File: src/rtl/player_pos_validator_if.sv
// Query/verdict handshake between player motion and the validator,
// plus the tile-map read port the validator drives.
`timescale 1ns/1ps
interface player_pos_validator_if;
  logic               req;
  logic signed [10:0] reqX;
  logic signed [10:0] reqY;
  logic               pass_bomb;
  logic               tile_rd;
  logic [4:0]         tile_col;
  logic [3:0]         tile_row;
  logic [1:0]         tile_type;
  logic               busy;
  logic               done;
  logic               valid_player_pos;

  modport master (
    output req, reqX, reqY, pass_bomb, tile_type,
    input  tile_rd, tile_col, tile_row, busy, done, valid_player_pos
  );

  modport slave (
    input  req, reqX, reqY, pass_bomb, tile_type,
    output tile_rd, tile_col, tile_row, busy, done, valid_player_pos
  );
endinterface

File: src/rtl/player_pos_validator.sv
// Checks a proposed 32x32 player position against board bounds, pillars and
// the tile map; returns a registered verdict with a one-cycle done pulse.
`timescale 1ns/1ps
module player_pos_validator #(
  parameter int BOARD_LEFT = 15,
  parameter int BOARD_TOP  = 48,
  parameter int TILE_SIZE  = 32,
  parameter int COLS       = 19,
  parameter int ROWS       = 13,
  parameter int OBJ_W      = 32,
  parameter int OBJ_H      = 32,
  parameter int MARGIN     = 2
) (
  input logic                   clk,
  input logic                   resetN,
  player_pos_validator_if.slave bus
);

  localparam int SHIFT = $clog2(TILE_SIZE);
  localparam logic signed [12:0] X_LO = 13'(BOARD_LEFT);
  localparam logic signed [12:0] Y_LO = 13'(BOARD_TOP);
  localparam logic signed [12:0] X_HI = 13'(BOARD_LEFT + COLS * TILE_SIZE - OBJ_W);
  localparam logic signed [12:0] Y_HI = 13'(BOARD_TOP + ROWS * TILE_SIZE - OBJ_H);

  typedef enum logic [2:0] {IDLE_ST, BOUNDS_ST, READ_ST, EVAL_ST, DONE_ST} state_t;

  state_t             state, state_n;
  logic signed [12:0] x_q, y_q, x_n, y_n;
  logic [1:0]         corner_q, corner_n;
  logic               busy_q, busy_n, done_q, done_n, rd_q, rd_n, valid_q, valid_n;
  logic [4:0]         col_q, col_n;
  logic [3:0]         row_q, row_n;

  logic [1:0]         addr_corner;
  logic signed [12:0] cx, cy;
  logic [4:0]         col_calc;
  logic [3:0]         row_calc;
  logic               oob, blocked;

  // Address is computed for the corner about to be read: 0 out of BOUNDS, corner+1 out of EVAL.
  always_comb begin
    addr_corner = (state == EVAL_ST) ? corner_q + 2'd1 : 2'd0;
    cx = addr_corner[0] ? x_q + 13'(OBJ_W - 1 - MARGIN) : x_q + 13'(MARGIN);
    cy = addr_corner[1] ? y_q + 13'(OBJ_H - 1 - MARGIN) : y_q + 13'(MARGIN);
    col_calc = 5'((cx - X_LO) >> SHIFT);
    row_calc = 4'((cy - Y_LO) >> SHIFT);
  end

  assign oob     = (x_q < X_LO) || (x_q > X_HI) || (y_q < Y_LO) || (y_q > Y_HI);
  assign blocked = (col_q[0] & row_q[0]) ||
                   (bus.tile_type == 2'd1) || (bus.tile_type == 2'd2) ||
                   ((bus.tile_type == 2'd3) && !bus.pass_bomb);

  always_comb begin
    state_n  = state;
    x_n      = x_q;
    y_n      = y_q;
    corner_n = corner_q;
    busy_n   = busy_q;
    done_n   = 1'b0;
    rd_n     = 1'b0;
    col_n    = col_q;
    row_n    = row_q;
    valid_n  = valid_q;
    unique case (state)
      IDLE_ST: begin
        if (bus.req) begin
          x_n     = {{2{bus.reqX[10]}}, bus.reqX};
          y_n     = {{2{bus.reqY[10]}}, bus.reqY};
          busy_n  = 1'b1;
          state_n = BOUNDS_ST;
        end
      end
      BOUNDS_ST: begin
        if (oob) begin
          valid_n = 1'b0;
          done_n  = 1'b1;
          busy_n  = 1'b0;
          state_n = DONE_ST;
        end else begin
          corner_n = 2'd0;
          rd_n     = 1'b1;
          col_n    = col_calc;
          row_n    = row_calc;
          state_n  = READ_ST;
        end
      end
      READ_ST: state_n = EVAL_ST;
      EVAL_ST: begin
        if (blocked || corner_q == 2'd3) begin
          valid_n = !blocked;
          done_n  = 1'b1;
          busy_n  = 1'b0;
          state_n = DONE_ST;
        end else begin
          corner_n = corner_q + 2'd1;
          rd_n     = 1'b1;
          col_n    = col_calc;
          row_n    = row_calc;
          state_n  = READ_ST;
        end
      end
      DONE_ST: state_n = IDLE_ST;
      default: state_n = IDLE_ST;
    endcase
  end

  always_ff @(posedge clk or negedge resetN) begin
    if (!resetN) begin
      state    <= IDLE_ST;
      x_q      <= '0;
      y_q      <= '0;
      corner_q <= '0;
      busy_q   <= 1'b0;
      done_q   <= 1'b0;
      rd_q     <= 1'b0;
      col_q    <= '0;
      row_q    <= '0;
      valid_q  <= 1'b0;
    end else begin
      state    <= state_n;
      x_q      <= x_n;
      y_q      <= y_n;
      corner_q <= corner_n;
      busy_q   <= busy_n;
      done_q   <= done_n;
      rd_q     <= rd_n;
      col_q    <= col_n;
      row_q    <= row_n;
      valid_q  <= valid_n;
    end
  end

  assign bus.busy             = busy_q;
  assign bus.done             = done_q;
  assign bus.tile_rd          = rd_q;
  assign bus.tile_col         = col_q;
  assign bus.tile_row         = row_q;
  assign bus.valid_player_pos = valid_q;

endmodule

File: src/flat_wrapper.sv
// flat-port wrapper written by rule: the top's interface ports become plain ports
module player_pos_validator_flat 
#(
  parameter int BOARD_LEFT = 15,
  parameter int BOARD_TOP  = 48,
  parameter int TILE_SIZE  = 32,
  parameter int COLS       = 19,
  parameter int ROWS       = 13,
  parameter int OBJ_W      = 32,
  parameter int OBJ_H      = 32,
  parameter int MARGIN     = 2
)
  (clk, resetN, bus_req, bus_reqX, bus_reqY, bus_pass_bomb, bus_tile_type, bus_tile_rd, bus_tile_col, bus_tile_row, bus_busy, bus_done, bus_valid_player_pos);
  player_pos_validator_if bus_i ();
  input logic clk;
  input logic resetN;
  input wire logic [$bits(bus_i.req)-1:0] bus_req;
  input wire logic [$bits(bus_i.reqX)-1:0] bus_reqX;
  input wire logic [$bits(bus_i.reqY)-1:0] bus_reqY;
  input wire logic [$bits(bus_i.pass_bomb)-1:0] bus_pass_bomb;
  input wire logic [$bits(bus_i.tile_type)-1:0] bus_tile_type;
  output wire logic [$bits(bus_i.tile_rd)-1:0] bus_tile_rd;
  output wire logic [$bits(bus_i.tile_col)-1:0] bus_tile_col;
  output wire logic [$bits(bus_i.tile_row)-1:0] bus_tile_row;
  output wire logic [$bits(bus_i.busy)-1:0] bus_busy;
  output wire logic [$bits(bus_i.done)-1:0] bus_done;
  output wire logic [$bits(bus_i.valid_player_pos)-1:0] bus_valid_player_pos;
  assign bus_i.req = bus_req;
  assign bus_i.reqX = bus_reqX;
  assign bus_i.reqY = bus_reqY;
  assign bus_i.pass_bomb = bus_pass_bomb;
  assign bus_i.tile_type = bus_tile_type;
  assign bus_tile_rd = bus_i.tile_rd;
  assign bus_tile_col = bus_i.tile_col;
  assign bus_tile_row = bus_i.tile_row;
  assign bus_busy = bus_i.busy;
  assign bus_done = bus_i.done;
  assign bus_valid_player_pos = bus_i.valid_player_pos;
  player_pos_validator #(.BOARD_LEFT(BOARD_LEFT), .BOARD_TOP(BOARD_TOP), .TILE_SIZE(TILE_SIZE), .COLS(COLS), .ROWS(ROWS), .OBJ_W(OBJ_W), .OBJ_H(OBJ_H), .MARGIN(MARGIN)) u_core (.clk(clk), .resetN(resetN), .bus(bus_i));
endmodule
File: config.mk
export PLATFORM = sky130hd
export DESIGN_NAME = player_pos_validator_flat
export DESIGN_NICKNAME = d
export VERILOG_FILES = /design/src/rtl/player_pos_validator_if.sv /design/src/rtl/player_pos_validator.sv /design/src/flat_wrapper.sv
export SDC_FILE = /design/constraint.sdc
export NUM_CORES = 1
export LEC_CHECK = 0
export CORE_ASPECT_RATIO = 0.8
export CORE_MARGIN = 8
export CORE_UTILIZATION = 47
export DETAILED_ROUTE_END_ITERATION = 10
export PLACE_DENSITY = 0.75
export SLEW_MARGIN = 40
export SYNTH_ARGS = -nofsm -noshare
export SYNTH_HDL_FRONTEND = slang
export SYNTH_SLANG_ARGS = --single-unit
File: constraint.sdc
create_clock -name clk -period 2.5 [get_ports clk]
set_input_delay 0.375 -clock clk [delete_from_list [all_inputs] [get_ports clk]]
set_output_delay 0.375 -clock clk [all_outputs]
set_load 0.02 [all_outputs]
# Word-level counts from Yosys, hierarchy flattened
# Cells that the tools add are included.
op_classes:
  n_addsub: 7
  n_lt_le_gt_ge: 4
  eq_ne: 12
  mux: 28
  bitwise: 1
  reduce_logical: 17
op_table:
  columns: ["op", "count"]
  rows:
  - ["3-bit one-hot mux with 4 select lines", 1]
  - ["11-bit by 10-bit > comparator with 1-bit output (second input constant)", 1]
  - ["11-bit > comparator (second input constant)", 1]
  - ["11-bit by 5-bit less-than comparator with 1-bit output (second input constant)", 1]
  - ["11-bit by 7-bit less-than comparator with 1-bit output (second input constant)", 1]
  - ["10-bit by 3-bit adder with 10-bit output (second input constant)", 1]
  - ["10-bit by 6-bit adder with 10-bit output (second input constant)", 1]
  - ["10-bit two-way mux", 1]
  - ["5-bit two-way mux", 2]
  - ["5-bit one-hot mux with 2 select lines", 1]
  - ["10-bit by 5-bit subtractor with 10-bit output (second input constant)", 1]
  - ["9-bit by 3-bit adder with 9-bit output (second input constant)", 1]
  - ["9-bit by 6-bit adder with 9-bit output (second input constant)", 1]
  - ["3-bit two-way mux", 3]
  - ["9-bit two-way mux", 1]
  - ["9-bit by 7-bit subtractor with 9-bit output (second input constant)", 1]
  - ["1-bit two-way mux", 8]
  - ["4-bit two-way mux", 2]
  - ["2-bit inequality test (second input constant)", 4]
  - ["4-bit one-hot mux with 2 select lines", 1]
  - ["1-bit logical OR", 7]
  - ["2-bit == test (second input constant)", 3]
  - ["3-bit by 2-bit == test with 1-bit output (second input constant)", 2]
  - ["2-bit two-way mux", 3]
  - ["16 further kinds", 20]
totals:
  reg_bits: 40
  out_inout_bits: 13
  wordCells: 79

# Depth between registers and ports, before layout
depth:
  depth_word: 7
  ltp_mapped: 10
  depth_no_buf: 10

# Least setup slack after synthesis
# Ideal clock, no wire load.
synth_path:
  path_kind: "register to register"
  startpoint: "reg u_core.x_q[0]"
  endpoint: "reg u_core.col_q[1], in the netlist u_core.bus.tile_col[1]"
  arrival_time_ps: 2261
  t_required_ps: 2373
  slack_ps: 112
  path_stages_with_launch: 9
  period_less_slack_ps: 2388
  path_cell_list: "dfrtp_1 -> ha_1 -> or3_4 -> a21boi_0 -> mux4_2 -> and3_1 -> buf_6 -> xnor2_2 -> mux2_1"
synth_between:
  elab_chain_len: 6
synth_lines:
  columns: ["item", "line_no", "source"]
  rows:
  - ["start: declaration", "player_pos_validator.sv:28", "logic signed [12:0] x_q, y_q, x_n, y_n;"]
  - ["start signal: assignment", "player_pos_validator.sv:122", "x_q <= x_n;"]
  - ["parallel branches: the longest is 6 deep, another holds 10-bit by 3-bit adder with 10-bit output", null, null]
  - ["end signal: assignment", "player_pos_validator.sv:128", "col_q <= col_n;"]
  - ["end: declaration", "player_pos_validator.sv:31", "logic [4:0] col_q, col_n;"]
# Several ways; the timed one is not identified. The select of a mux whose other input is x is not followed.
# A chain may end at the register's enable or synchronous reset.

# Final worst setup path
layout_path:
  startpoint: "reg u_core.x_q[1]"
  endpoint: "reg u_core.col_q[1], in the netlist u_core.bus.tile_col[1]"
# Same word-level chain as after synthesis.

==> out/metrics.cfg <==
[outcome]
outcome = completed

[clock_tree]
cts_made_buffers = 5
root_buffer = clkbuf_8
path_clk_slew_ns = 0.08
cts.path.max_buffers = 2
insertion_delay_ns = 0.30
h-tree-depth = 2
hold_buffers = 0
cts_tree = yes
cts.sinks = 40

[finish]
final_common_cell = dfrtp_1
drive_above_1_share = 0.249
insertedDiodeCount = 0
syn_to_final_growth_pct = 28.9
layout_common_cells = dfrtp_1, clkdlybuf4s50_1, mux2_2
fin_util = 0.636
finalInstanceArea_um2 = 2940
fillCellCount = 379
fin_nets = 289

[job]
cap_viol_max_count = 0

[worst_setup_path]
critPathMaxFanout = 6
crit_type = reg2reg
reg2reg_depth = 7
cp.required_ns = 2.69
start_kind = flip-flop
arrival_ns = 2.67
cp-end-kind = flip-flop

[floorplanning]
die_area_um2 = 7360
design.core.area_um2 = 4620
die_h_um = 78.3
rows = 22
die_x_um = 93.9
io-pin-count = 41
start_util = 0.494

[placement]
place_congestion = 0.826
place_ws_ns = 0.0283
placed_cell_area_um2 = 2800
portBuffers = 40
dp_hpwl_um = 3630

[routing]
avgViaCountPerCell = 5.57
drc = 0
drt-initial-drc-count = 68
wl_um = 4950
wl_per_cell_um = 15.6
dr.pass1.iters = 4
route.vias.total = 1765
antenna_left = 0

[timing]
worst_slew_pin_slew_ns = 0.501
period_needed_ns = 2.48
slew_headroom = 0.666
fmax_ghz = 0.403
hold_viol = 0
period_share = 0.991
drv_slew = 0
setup_slack_ns = 0.0214
rsz0062_at_grt = true
finClkSkew_ns = 0.00661
setup_viol = 0

[synthesis]
synth_nets = 238
synth_area_leader_cell = dfrtp_1
async_flop_share = 1.00
synth_cells = 205
syn_area_um2 = 2280
ys_ff_latch = 40
synth_edf_count = 0
synth.area.top_cells = dfrtp_1, mux2_2, o21ai_0, ha_1, mux2_1
syn_avg_cell_area_um2 = 11.1
ys.flop_type = dfrtp_1
ys_warn_count = 0
ys_seq_area_frac = 0.439
synth_top_area_frac = 0.439
synth_cell_types = 59

[power_and_ir_drop]
total_power_mw = 3.74
worst_ir_drop_vdd_mv = 0.672
power_leakage_nw = 1.23
power_density_nw_per_um2 = 1270

[global_routing]
grt_pass1_wl_um = 8020
grt.overflow.total = 0
grt_max_degree = 41
grt_pass1_vias = 1629
antenna_found_initial = 0
grt_usage = 0.138

[hold_path]
hold_class = in2async

[cell families after synthesis]
family | Yosys count | share of synthesized area
xor gates and xnor gates | 11 | 0.0488
AOI/OAI and AO/OA | 54 | 0.167
buffers and inverters | 12 | 0.0291
and+or+nand+nor | 56 | 0.152
muxes | 27 | 0.138
DFF | 40 | 0.439
adders and majority gates | 5 | 0.0274
[where the power goes]
part,internal (mW),leakage [nW],switching [mW]
sequential,0.942,0.491,0.328
clock,0.296,0.0541,0.243
combinational,1.01,0.684,0.925
total,2.25,1.23,1.50
[per-layer routing]
layer,GRT usage,share of wire,vias up
met5,0,0,-
met4,0.0569,0.016,0
met3,0.0361,0.047,7
met2,0.188,0.43,39
met1,0.199,0.51,853
li1,-,-,866
[worst paths after layout]
kind / from / to / slack, ns
worst max-delay path: u_core.x_q[1] / u_core.bus.tile_col[1] / 0.02
worst min register to register: u_core.bus.tile_row[2] / u_core.bus.tile_row[2] / 0.50
max in group asynchronous: resetN / u_core.y_q[5] / 2.11
worst max register to register: u_core.x_q[1] / u_core.bus.tile_col[1] / 0.02
worst min-delay path: resetN / u_core.bus.tile_col[0] / 0.03
min in group clk: u_core.bus.tile_row[2] / u_core.bus.tile_row[2] / 0.50
[final cells by class]
type / count / area [µm²] / area share
clock buffers: 5 / 68.8 / 0.0234
clock inverters: 3 / 42.5 / 0.0145
inverters: 5 / 23.8 / 0.00808
multi-input cells: 153 / 1250 / 0.425
flip-flops and latches: 40 / 1000 / 0.340
well taps: 60 / 75.1 / 0.0255
repair buffers: 51 / 480 / 0.163
[worst max-delay path, cell delays in order, from the launching register on]
cell      delay (ns)
dfrtp_1         0.45
ha_1            0.24
or3_4           0.36
a21boi_0        0.13
mux4_2          0.48
and3_2          0.28
xnor2_2         0.13
mux2_1          0.28
[registers in the layout, indices dropped and copies added (netlist names)]
name and count:
u_core.bus.busy 1, u_core.corner_q 2, u_core.x_q 11, u_core.bus.done 1, u_core.bus.tile_col 5, u_core.bus.tile_row 4
u_core.state 3, u_core.bus.tile_rd 1, u_core.bus.valid_player_pos 1, u_core.y_q 11
[what timing repair did]
item | CTS | global route
resized for setup | 2 | 6
setup buffers | 0 | 1
pin swaps | 0 | 3
setup endpoints to repair | 1 | 9
[through the flow]
step | instances | hold WS (ns) | TNS, ns
finish | 317 | 0.0306 | 0
global route | 317 | 0.0915 | -0.131
global placement | 308 | 0.473 | 0
floorplan | 205 | 0.0794 | 0
CTS | 316 | 0.0544 | 0
detailed placement | 308 | 0.382 | 0
[synth_stat cells, types with 2 or more instances]
library cell,number
a21boi_0,2
a21o_1,2
a21oi_1,9
a31oi_1,2
and3_1,4
buf_6,2
clkbuf_1,4
dfrtp_1,40
ha_1,5
inv_1,4
mux2_1,5
mux2_2,20
nand2_1,12
nand3_1,5
nor2_1,10
nor3_1,4
nor4b_2,2
o211ai_1,3
o21ai_0,14
o21ai_1,3
o31ai_1,5
or3_1,2
or4_1,2
xnor2_1,5
xnor2_2,2
xor2_1,4
No activity file was read; power rests on OpenSTA's default activity.
